`src/rtl/bnn_window_gen_if.sv`:
```
// Pixel-in / window-out handshake bundle for bnn_window_gen.
// The master drives pixels and win_ready; the slave (the window generator) drives in_ready and the window payload.
interface bnn_window_gen_if #(
    parameter int unsigned IMG_W = 8,
    parameter int unsigned IMG_H = 8,
    parameter int unsigned C     = 3
);
    localparam int unsigned XW = $clog2(IMG_W);
    localparam int unsigned YW = $clog2(IMG_H);
    localparam int unsigned DW = 9 * C;

    logic          in_valid;
    logic          in_ready;
    logic [C-1:0]  in_data;
    logic          win_valid;
    logic          win_ready;
    logic [DW-1:0] win_data;
    logic [XW-1:0] win_x;
    logic [YW-1:0] win_y;
    logic          win_last;

    modport master (
        output in_valid, in_data, win_ready,
        input  in_ready, win_valid, win_data, win_x, win_y, win_last
    );

    modport slave (
        input  in_valid, in_data, win_ready,
        output in_ready, win_valid, win_data, win_x, win_y, win_last
    );
endinterface

```
`src/rtl/bnn_window_gen.sv`:
```
// Streaming 3x3 sliding-window generator for C-channel binary feature maps.
// Two line buffers plus a two-column shift register feed a single registered window output stage.
module bnn_window_gen #(
    parameter int unsigned IMG_W = 8,
    parameter int unsigned IMG_H = 8,
    parameter int unsigned C     = 3
) (
    input  logic                clk,
    input  logic                rstn,
    input  logic                clear,
    bnn_window_gen_if.slave     bus
);
    localparam int unsigned XW = $clog2(IMG_W);
    localparam int unsigned YW = $clog2(IMG_H);
    localparam int unsigned DW = 9 * C;

    logic [XW-1:0] r_col;
    logic [YW-1:0] r_row;
    logic [C-1:0]  r_lb0 [IMG_W];
    logic [C-1:0]  r_lb1 [IMG_W];
    logic [C-1:0]  r_sh  [3][2];

    logic          r_win_valid;
    logic [DW-1:0] r_win_data;
    logic [XW-1:0] r_win_x;
    logic [YW-1:0] r_win_y;
    logic          r_win_last;

    logic          w_in_ready;
    logic          w_accept;
    logic          w_emit;
    logic          w_col_last;
    logic          w_row_last;
    logic [C-1:0]  w_new [3];
    logic [C-1:0]  w_tap [3][3];
    logic [DW-1:0] w_win_pack;

    assign w_in_ready = !r_win_valid || bus.win_ready;
    assign w_accept   = bus.in_valid && w_in_ready && !clear;
    assign w_col_last = (r_col == XW'(IMG_W - 1));
    assign w_row_last = (r_row == YW'(IMG_H - 1));
    assign w_emit     = w_accept && (r_row >= YW'(2)) && (r_col >= XW'(2));

    assign bus.in_ready  = w_in_ready;
    assign bus.win_valid = r_win_valid;
    assign bus.win_data  = r_win_data;
    assign bus.win_x     = r_win_x;
    assign bus.win_y     = r_win_y;
    assign bus.win_last  = r_win_last;

    // Post-shift window: two stored columns on the left, the incoming column on the right.
    always_comb begin
        w_win_pack = '0;
        w_new[0]   = r_lb0[r_col];
        w_new[1]   = r_lb1[r_col];
        w_new[2]   = bus.in_data;
        for (int r = 0; r < 3; r++) begin
            w_tap[r][0] = r_sh[r][0];
            w_tap[r][1] = r_sh[r][1];
            w_tap[r][2] = w_new[r];
        end
        for (int ch = 0; ch < int'(C); ch++) begin
            for (int r = 0; r < 3; r++) begin
                for (int s = 0; s < 3; s++) begin
                    w_win_pack[ch*9 + 3*r + s] = w_tap[r][s][ch];
                end
            end
        end
    end

    // Raster position of the next pixel to be accepted.
    always_ff @(posedge clk or negedge rstn) begin
        if (!rstn) begin
            r_col <= '0;
            r_row <= '0;
        end else if (clear) begin
            r_col <= '0;
            r_row <= '0;
        end else if (w_accept) begin
            if (w_col_last) begin
                r_col <= '0;
                r_row <= w_row_last ? '0 : r_row + YW'(1);
            end else begin
                r_col <= r_col + XW'(1);
            end
        end
    end

    // Line buffers and shift columns are overwritten before any emit, so they carry no reset.
    always_ff @(posedge clk) begin
        if (w_accept) begin
            r_lb0[r_col] <= r_lb1[r_col];
            r_lb1[r_col] <= bus.in_data;
            for (int r = 0; r < 3; r++) begin
                r_sh[r][0] <= r_sh[r][1];
                r_sh[r][1] <= w_new[r];
            end
        end
    end

    // Output stage: a new window overwrites a consumed one in the same cycle without a bubble.
    always_ff @(posedge clk or negedge rstn) begin
        if (!rstn) begin
            r_win_valid <= 1'b0;
            r_win_data  <= '0;
            r_win_x     <= '0;
            r_win_y     <= '0;
            r_win_last  <= 1'b0;
        end else if (clear) begin
            r_win_valid <= 1'b0;
        end else if (w_emit) begin
            r_win_valid <= 1'b1;
            r_win_data  <= w_win_pack;
            r_win_x     <= r_col - XW'(2);
            r_win_y     <= r_row - YW'(2);
            r_win_last  <= w_col_last && w_row_last;
        end else if (bus.win_ready) begin
            r_win_valid <= 1'b0;
        end
    end
endmodule

```
`src/flat_wrapper.sv`:
```
// flat-port wrapper written by rule: the top's interface ports become plain ports
module bnn_window_gen_flat 
#(
    parameter int unsigned IMG_W = 8,
    parameter int unsigned IMG_H = 8,
    parameter int unsigned C     = 3
)
  (clk, rstn, clear, bus_in_valid, bus_in_data, bus_win_ready, bus_in_ready, bus_win_valid, bus_win_data, bus_win_x, bus_win_y, bus_win_last);
  bnn_window_gen_if #(.IMG_W(IMG_W), .IMG_H(IMG_H), .C(C)) bus_i ();
  input  logic clk;
  input  logic rstn;
  input  logic clear;
  input wire logic [$bits(bus_i.in_valid)-1:0] bus_in_valid;
  input wire logic [$bits(bus_i.in_data)-1:0] bus_in_data;
  input wire logic [$bits(bus_i.win_ready)-1:0] bus_win_ready;
  output wire logic [$bits(bus_i.in_ready)-1:0] bus_in_ready;
  output wire logic [$bits(bus_i.win_valid)-1:0] bus_win_valid;
  output wire logic [$bits(bus_i.win_data)-1:0] bus_win_data;
  output wire logic [$bits(bus_i.win_x)-1:0] bus_win_x;
  output wire logic [$bits(bus_i.win_y)-1:0] bus_win_y;
  output wire logic [$bits(bus_i.win_last)-1:0] bus_win_last;
  assign bus_i.in_valid = bus_in_valid;
  assign bus_i.in_data = bus_in_data;
  assign bus_i.win_ready = bus_win_ready;
  assign bus_in_ready = bus_i.in_ready;
  assign bus_win_valid = bus_i.win_valid;
  assign bus_win_data = bus_i.win_data;
  assign bus_win_x = bus_i.win_x;
  assign bus_win_y = bus_i.win_y;
  assign bus_win_last = bus_i.win_last;
  bnn_window_gen #(.IMG_W(IMG_W), .IMG_H(IMG_H), .C(C)) u_core (.clk(clk), .rstn(rstn), .clear(clear), .bus(bus_i));
endmodule
```
`config.mk`:
```
export PLATFORM = sky130hd
export DESIGN_NAME = bnn_window_gen_flat
export DESIGN_NICKNAME = d
export VERILOG_FILES = /design/src/rtl/bnn_window_gen_if.sv /design/src/rtl/bnn_window_gen.sv /design/src/flat_wrapper.sv
export SDC_FILE = /design/constraint.sdc
export NUM_CORES = 1
export LEC_CHECK = 0
export ABC_CLOCK_PERIOD_IN_PS = 4200
export CAP_MARGIN = 20
export CORE_UTILIZATION = 30
export CTS_CLUSTER_SIZE = 20
export DETAILED_ROUTE_END_ITERATION = 7
export GPL_TIMING_DRIVEN = 0
export MAX_ROUTING_LAYER = met4
export PLACE_DENSITY = 0.47
export SKIP_LAST_GASP = 1
export SLEW_MARGIN = 20
export SYNTH_ARGS = -nofsm -noshare
export SYNTH_HDL_FRONTEND = slang
export SYNTH_SLANG_ARGS = --single-unit
```
`constraint.sdc`:
```
create_clock -name clk -period 4.2 [get_ports clk]
set_clock_uncertainty 0.1 [all_clocks]
set_input_delay 0.84 -clock clk [delete_from_list [all_inputs] [get_ports clk]]
set_output_delay 0.84 -clock clk [all_outputs]
set_load 0.01 [all_outputs]
```
* Yosys cells after proc, flatten, opt, wreduce, memory -nomap -nowiden
Memory sizes are Yosys's and may differ from the RTL's. Index checks and enable logic that the tools add are counted.
Storage, ports and cells: register bits after elaboration 41, memories kept 3, bits in writable memories 66, output and inout port bits 36, input bits 8
Cells by class: reduce and logical (&&, ||, !) cells 13, bitwise operators 1, eq/ne operators 2, add/subtract/negate cells 4, $lt $le $gt $ge 2, mux-type cells 12
Memory list:
- u_core.r_lb0 | words 8, bits a word 3, rd ports 1, clocked after memory_dff 0, wr ports 1, RTL line bnn_window_gen.sv:19 | logic [C-1:0] r_lb0 [IMG_W];
- u_core.r_lb1 | words 8, bits a word 3, rd ports 1, clocked after memory_dff 0, wr ports 1, RTL line bnn_window_gen.sv:20 | logic [C-1:0] r_lb1 [IMG_W];
- u_core.r_sh | words 3, bits a word 6, rd ports 3, clocked after memory_dff 0, wr ports 3, RTL line bnn_window_gen.sv:21 | logic [C-1:0] r_sh [3][2];
Operators by type and width (number):
- $mux W3 | 7
- $add A3 B1 Y3 const B | 2
- $eq A3 B3 Y1 const B | 2
- $ge A3 B2 Y1 const B | 2
- $sub A3 B2 Y3 const B | 2
- $logic_and A1 B1 Y1 | 5
- $mux W1 | 5
- $reduce_and A2 Y1 | 2
- $reduce_bool A2 Y1 | 2
- $reduce_bool A3 Y1 | 1
- $logic_not A1 Y1 | 2
- $logic_or A1 B1 Y1 | 1
- $not A1 Y1 | 1

* Depth between registers and ports, before layout
depth in word-level cells 8, mapped depth 9, mapped depth without buffers 6

* Worst setup path after synthesis
OpenSTA, ideal clock, no wires.
path kind input-to-reg, start point in bus_win_ready, end point reg u_core.r_win_data[1] (netlist: u_core.bus.win_data[1]), read port of u_core.r_sh, path slack 1.888 ns, cell stages on the path 6, data required time 3.975 ns, path buffers 2, arrival time 2.087 ns, cells stage by stage nand2b_2 -> and3b_1 -> buf_4 -> nand3_4 -> buf_4 -> mux2_2
On the way: word-level cells in the longest chain between the ends 6
RTL lines:
- start, declared | RTL line flat_wrapper.sv:15 | input wire logic [$bits(bus_i.win_ready)-1:0] bus_win_ready;
- $logic_or A1 B1 Y1 | RTL line bnn_window_gen.sv:38 | assign w_in_ready = !r_win_valid || bus.win_ready;
- $logic_and A1 B1 Y1 (2 in series) | RTL line bnn_window_gen.sv:39 | assign w_accept = bus.in_valid && w_in_ready && !clear;
- via u_core.w_accept | RTL line bnn_window_gen.sv:30 | logic w_accept;
- $logic_and A1 B1 Y1 (2 in series) | RTL line bnn_window_gen.sv:42 | assign w_emit = w_accept && (r_row >= YW'(2)) && (r_col >= XW'(2));
- $reduce_and A2 Y1 (no source line)
- end, declared | RTL line bnn_window_gen.sv:24 | logic [DW-1:0] r_win_data;
The timed path passes the listed nets, and every way through them passes these cells. A chain may end at the register's enable or synchronous reset.

* Final worst setup path
start point in bus_win_ready, end point out bus_in_ready
On the way: word-level cells in the longest chain between the ends 1
RTL lines:
- $logic_or A1 B1 Y1 | RTL line bnn_window_gen.sv:38
- end, declared | RTL line flat_wrapper.sv:16 | output wire logic [$bits(bus_i.in_ready)-1:0] bus_in_ready;
Every way passes these cells.

==> flow_metrics.env <==
export IMPL_end_kind="primary output"
export IMPL_num_rows=42
export IMPL_p_leak_nw=2.09
export IMPL_die_w_um=120
export IMPL_worst_ep_arrival_time_ps=2000
export IMPL_synth_warnings=0
export IMPL_start_util=0.312
export IMPL_ant_nets=0
export IMPL_syn_area_mm2=0.00420
export IMPL_dieArea_mm2=0.0145
export IMPL_syn_inst=235
export IMPL_vias=2094
export IMPL_r2r_start="u_core.r_col[1]"
export IMPL_relSlewSlack=0.697
export IMPL_drv_slew=0
export IMPL_r2r_end="u_core.bus.win_data[15]"
export IMPL_ys_types=28
export IMPL_cts_resized=0
export IMPL_synth_seq_cells=107
export IMPL_p_per_area_mw_per_mm2=418
export IMPL_area_growth_pct=23.6
export IMPL_dp_hpwl_um=5130
export IMPL_rsz0062_at_grt="false"
export IMPL_io_buffers=43
export IMPL_drv_cap=0
export IMPL_n_antenna_cell=0
export IMPL_ir_worst_vdd_v=0.000253
export IMPL_cts_clk_slew_worst_paths_ps=70
export IMPL_first_pass_iters=4
export IMPL_setup_viol=0
export IMPL_tritoncts="done"
export IMPL_clk_path_buf_depth=2
export IMPL_crit_slowest_cell="clkdlybuf4s50_1"
export IMPL_first_iter_violations=100
export IMPL_sw_frac_of_total=0.208
export IMPL_grt_max_degree=29
export IMPL_grt_pass1_vias=2130
export IMPL_postCtsHoldBufs=0
export IMPL_synth_seq_area_share=0.716
export IMPL_finalCriticalPeriod_ps=2940
export IMPL_reg2reg_depth=7
export IMPL_drc=0
export IMPL_grt_overflow_total=0
export IMPL_nets=309
export IMPL_htreeDepth=3
export IMPL_criticalPathCategory="input port to primary output"
export IMPL_antenna_found_initial=0
export IMPL_p_clk_frac=0.417
export IMPL_wirelength_um=7510
export IMPL_cp_cell_sequence="clkdlybuf4s50_1 -> nand2b_2 -> clkdlybuf4s50_1"
export IMPL_core_mm2=0.0135
export IMPL_hold_viol_final=0
export IMPL_p_int_mw=1.72
export IMPL_pin_count=44
export IMPL_drive_gt1_frac=0.227
export IMPL_fin_setup_tns_ps=0
export IMPL_p_seq_frac=0.533
export IMPL_wire_per_inst_um=15.9
export IMPL_gp_congestion=0.708
export IMPL_crit_path_max_incr_delay_ps=550
export IMPL_finalPower_mw=2.17
export IMPL_worstPathRequired_ps=3260
export IMPL_fmax_mhz=340
export IMPL_grt_pass1_wl_um=12100
export IMPL_cts_made_buffers=9
export IMPL_fin_crit_sh=0.701
export IMPL_worstMarginPinSlew_ps=454
export IMPL_critPathMaxFanout=7
export IMPL_timing_critical_path_mode_cell="clkdlybuf4s50_1"
export IMPL_p_sw_uw=452
export IMPL_cp_start_kind="input port"
export IMPL_hold_class="input port to asynchronous set/reset pin"
export IMPL_clock_latency_ps=350
export IMPL_status="complete, no violations"
export IMPL_comb_power_share=0.050
export IMPL_cts_root_buf="clkbuf_16"
export IMPL_avgSynthCellArea_um2=17.9
export IMPL_avgViaCountPerCell=4.45
export IMPL_grt_usage=0.117
export IMPL_cts_setup_buffers=0
export IMPL_r2r_setup_slack_ps=1470
export IMPL_synthesis_nets=254
export IMPL_clkSinkCount=107
export IMPL_die_height_um=120
[power by group through the flow]
stage / Combinational (mW) / Sequential (mW) / Clock (mW)
6_report: 0.108 / 1.16 / 0.906
5_1_grt: 0.122 / 1.16 / 0.966
4_1_cts: 0.113 / 1.16 / 0.932
3_5_place_dp: 0.113 / 1.18 / 0
3_3_place_gp: 0.109 / 1.18 / 0
2_1_floorplan: 0.0647 / 1.18 / 0
[layer usage]
layer	GRT usage	up-vias	wire length (µm)
met4	0.0625	0	181
met5	-	-	0
met2	0.173	33	3520
li1	-	983	-
met1	0.153	1065	3600
met3	0.0203	13	206
[synth_stat cells]
cell / instances / area [µm²]
mux2_1: 1 / 11.3
inv_1: 10 / 37.5
ha_1: 11 / 138
nand3_4: 1 / 17.5
mux4_2: 6 / 135
and3_1: 9 / 56.3
a211oi_1: 1 / 7.51
or3_1: 2 / 12.5
clkinv_1: 1 / 3.75
nand2_2: 4 / 25.0
xnor2_1: 1 / 8.76
buf_2: 1 / 5.00
nand2b_2: 1 / 8.76
mux2_2: 30 / 338
buf_8: 1 / 15.0
nand2_1: 21 / 78.8
and3b_1: 1 / 8.76
clkbuf_1: 1 / 3.75
buf_6: 1 / 11.3
o21ai_0: 3 / 15.0
buf_4: 4 / 30.0
mux4_1: 6 / 158
edfxtp_1: 66 / 1980
mux2i_1: 3 / 30.0
nand3_1: 2 / 10.0
a21oi_1: 4 / 20.0
dfrtp_1: 41 / 1030
nor2_1: 2 / 7.51
[worst max-delay path, delay by kind of cell]
| family | cells | cell delay, ps |
|---|---|---|
| and+or+nand+nor | 1 | 170 |
| buffers and inverters | 2 | 1000 |
[area by class of cell]
cell class / count / area [µm²]
flip-flops and latches: 107 / 3010
plain buffers: 8 / 65.1
inverters: 11 / 41.3
multi-input cells: 109 / 1090
clock inverters: 7 / 101
repair buffers: 44 / 445
well taps: 176 / 220
clock buffers: 9 / 225
fillers: 1286 / 8260
[state kept, by name, indices dropped and copies added, names as in the netlist]
signal                count
u_core.bus.win_data      27
u_core.r_lb0             24
u_core.r_lb1             24
u_core.r_sh              18
u_core.bus.win_x          3
u_core.bus.win_y          3
u_core.r_col              3
u_core.r_row              3
u_core.bus.win_last       1
u_core.bus.win_valid      1
[placed cells by master (no fill, tap or decap), drive strengths merged]
master         synthesis  final
a211oi                 1      1
o21ai                  3      3
ha                    11     11
inv                   10     11
clkinv                 1      4
nand2                 25     25
mux2                  31     31
xnor2                  1      1
nand3                  3      3
mux4                  12     12
dfrtp                 41     41
clkinvlp               0      1
bufinv                 0      2
clkdlybuf4s50          0     42
nor2                   2      2
a21oi                  4      4
and3                   9      9
and3b                  1      1
clkbuf                 1     10
mux2i                  3      3
buf                    7      9
edfxtp                66     66
or3                    2      2
nand2b                 1      1
[worst max-delay path by stage]
stage                    start                 endpoint  slack (ps)  cells past startpoint
2_1_floorplan    bus_win_ready   u_core.bus.win_data[1]        1890                      6
3_3_place_gp              rstn  u_core.bus.win_data[17]         910                      1
3_5_place_dp             clear  u_core.bus.win_data[15]        1120                      6
4_1_cts          bus_win_ready             bus_in_ready        1240                      3
5_1_grt        u_core.r_col[1]  u_core.bus.win_data[15]        1190                      7
6_report         bus_win_ready             bus_in_ready        1260                      3
[per-stage QoR]
stage               utilization  worst slack, ps  hold WS [ps]  instances  instance area, µm²
floorplan                     -             1890           322        235                4200
global route              0.386             1190           324        471                5190
global placement          0.361              908           324        454                4850
detailed placement        0.362             1120           331        455                4870
CTS                       0.386             1240           302        471                5190
finish                    0.386             1260           299        471                5190
[kinds of logic (layout without fill, tap and decap cells)]
kind of cell / count (synthesis) / count (layout) / synth area share
simple gates: 43 / 43 / 0.0536
compound gates: 8 / 8 / 0.0101
xor+xnor: 1 / 1 / 0.00209
buf+inv: 19 / 79 / 0.0253
fa+ha+maj: 11 / 11 / 0.0328
flops: 107 / 107 / 0.716
mux: 46 / 46 / 0.160
Power figures use the tool's default switching activity.
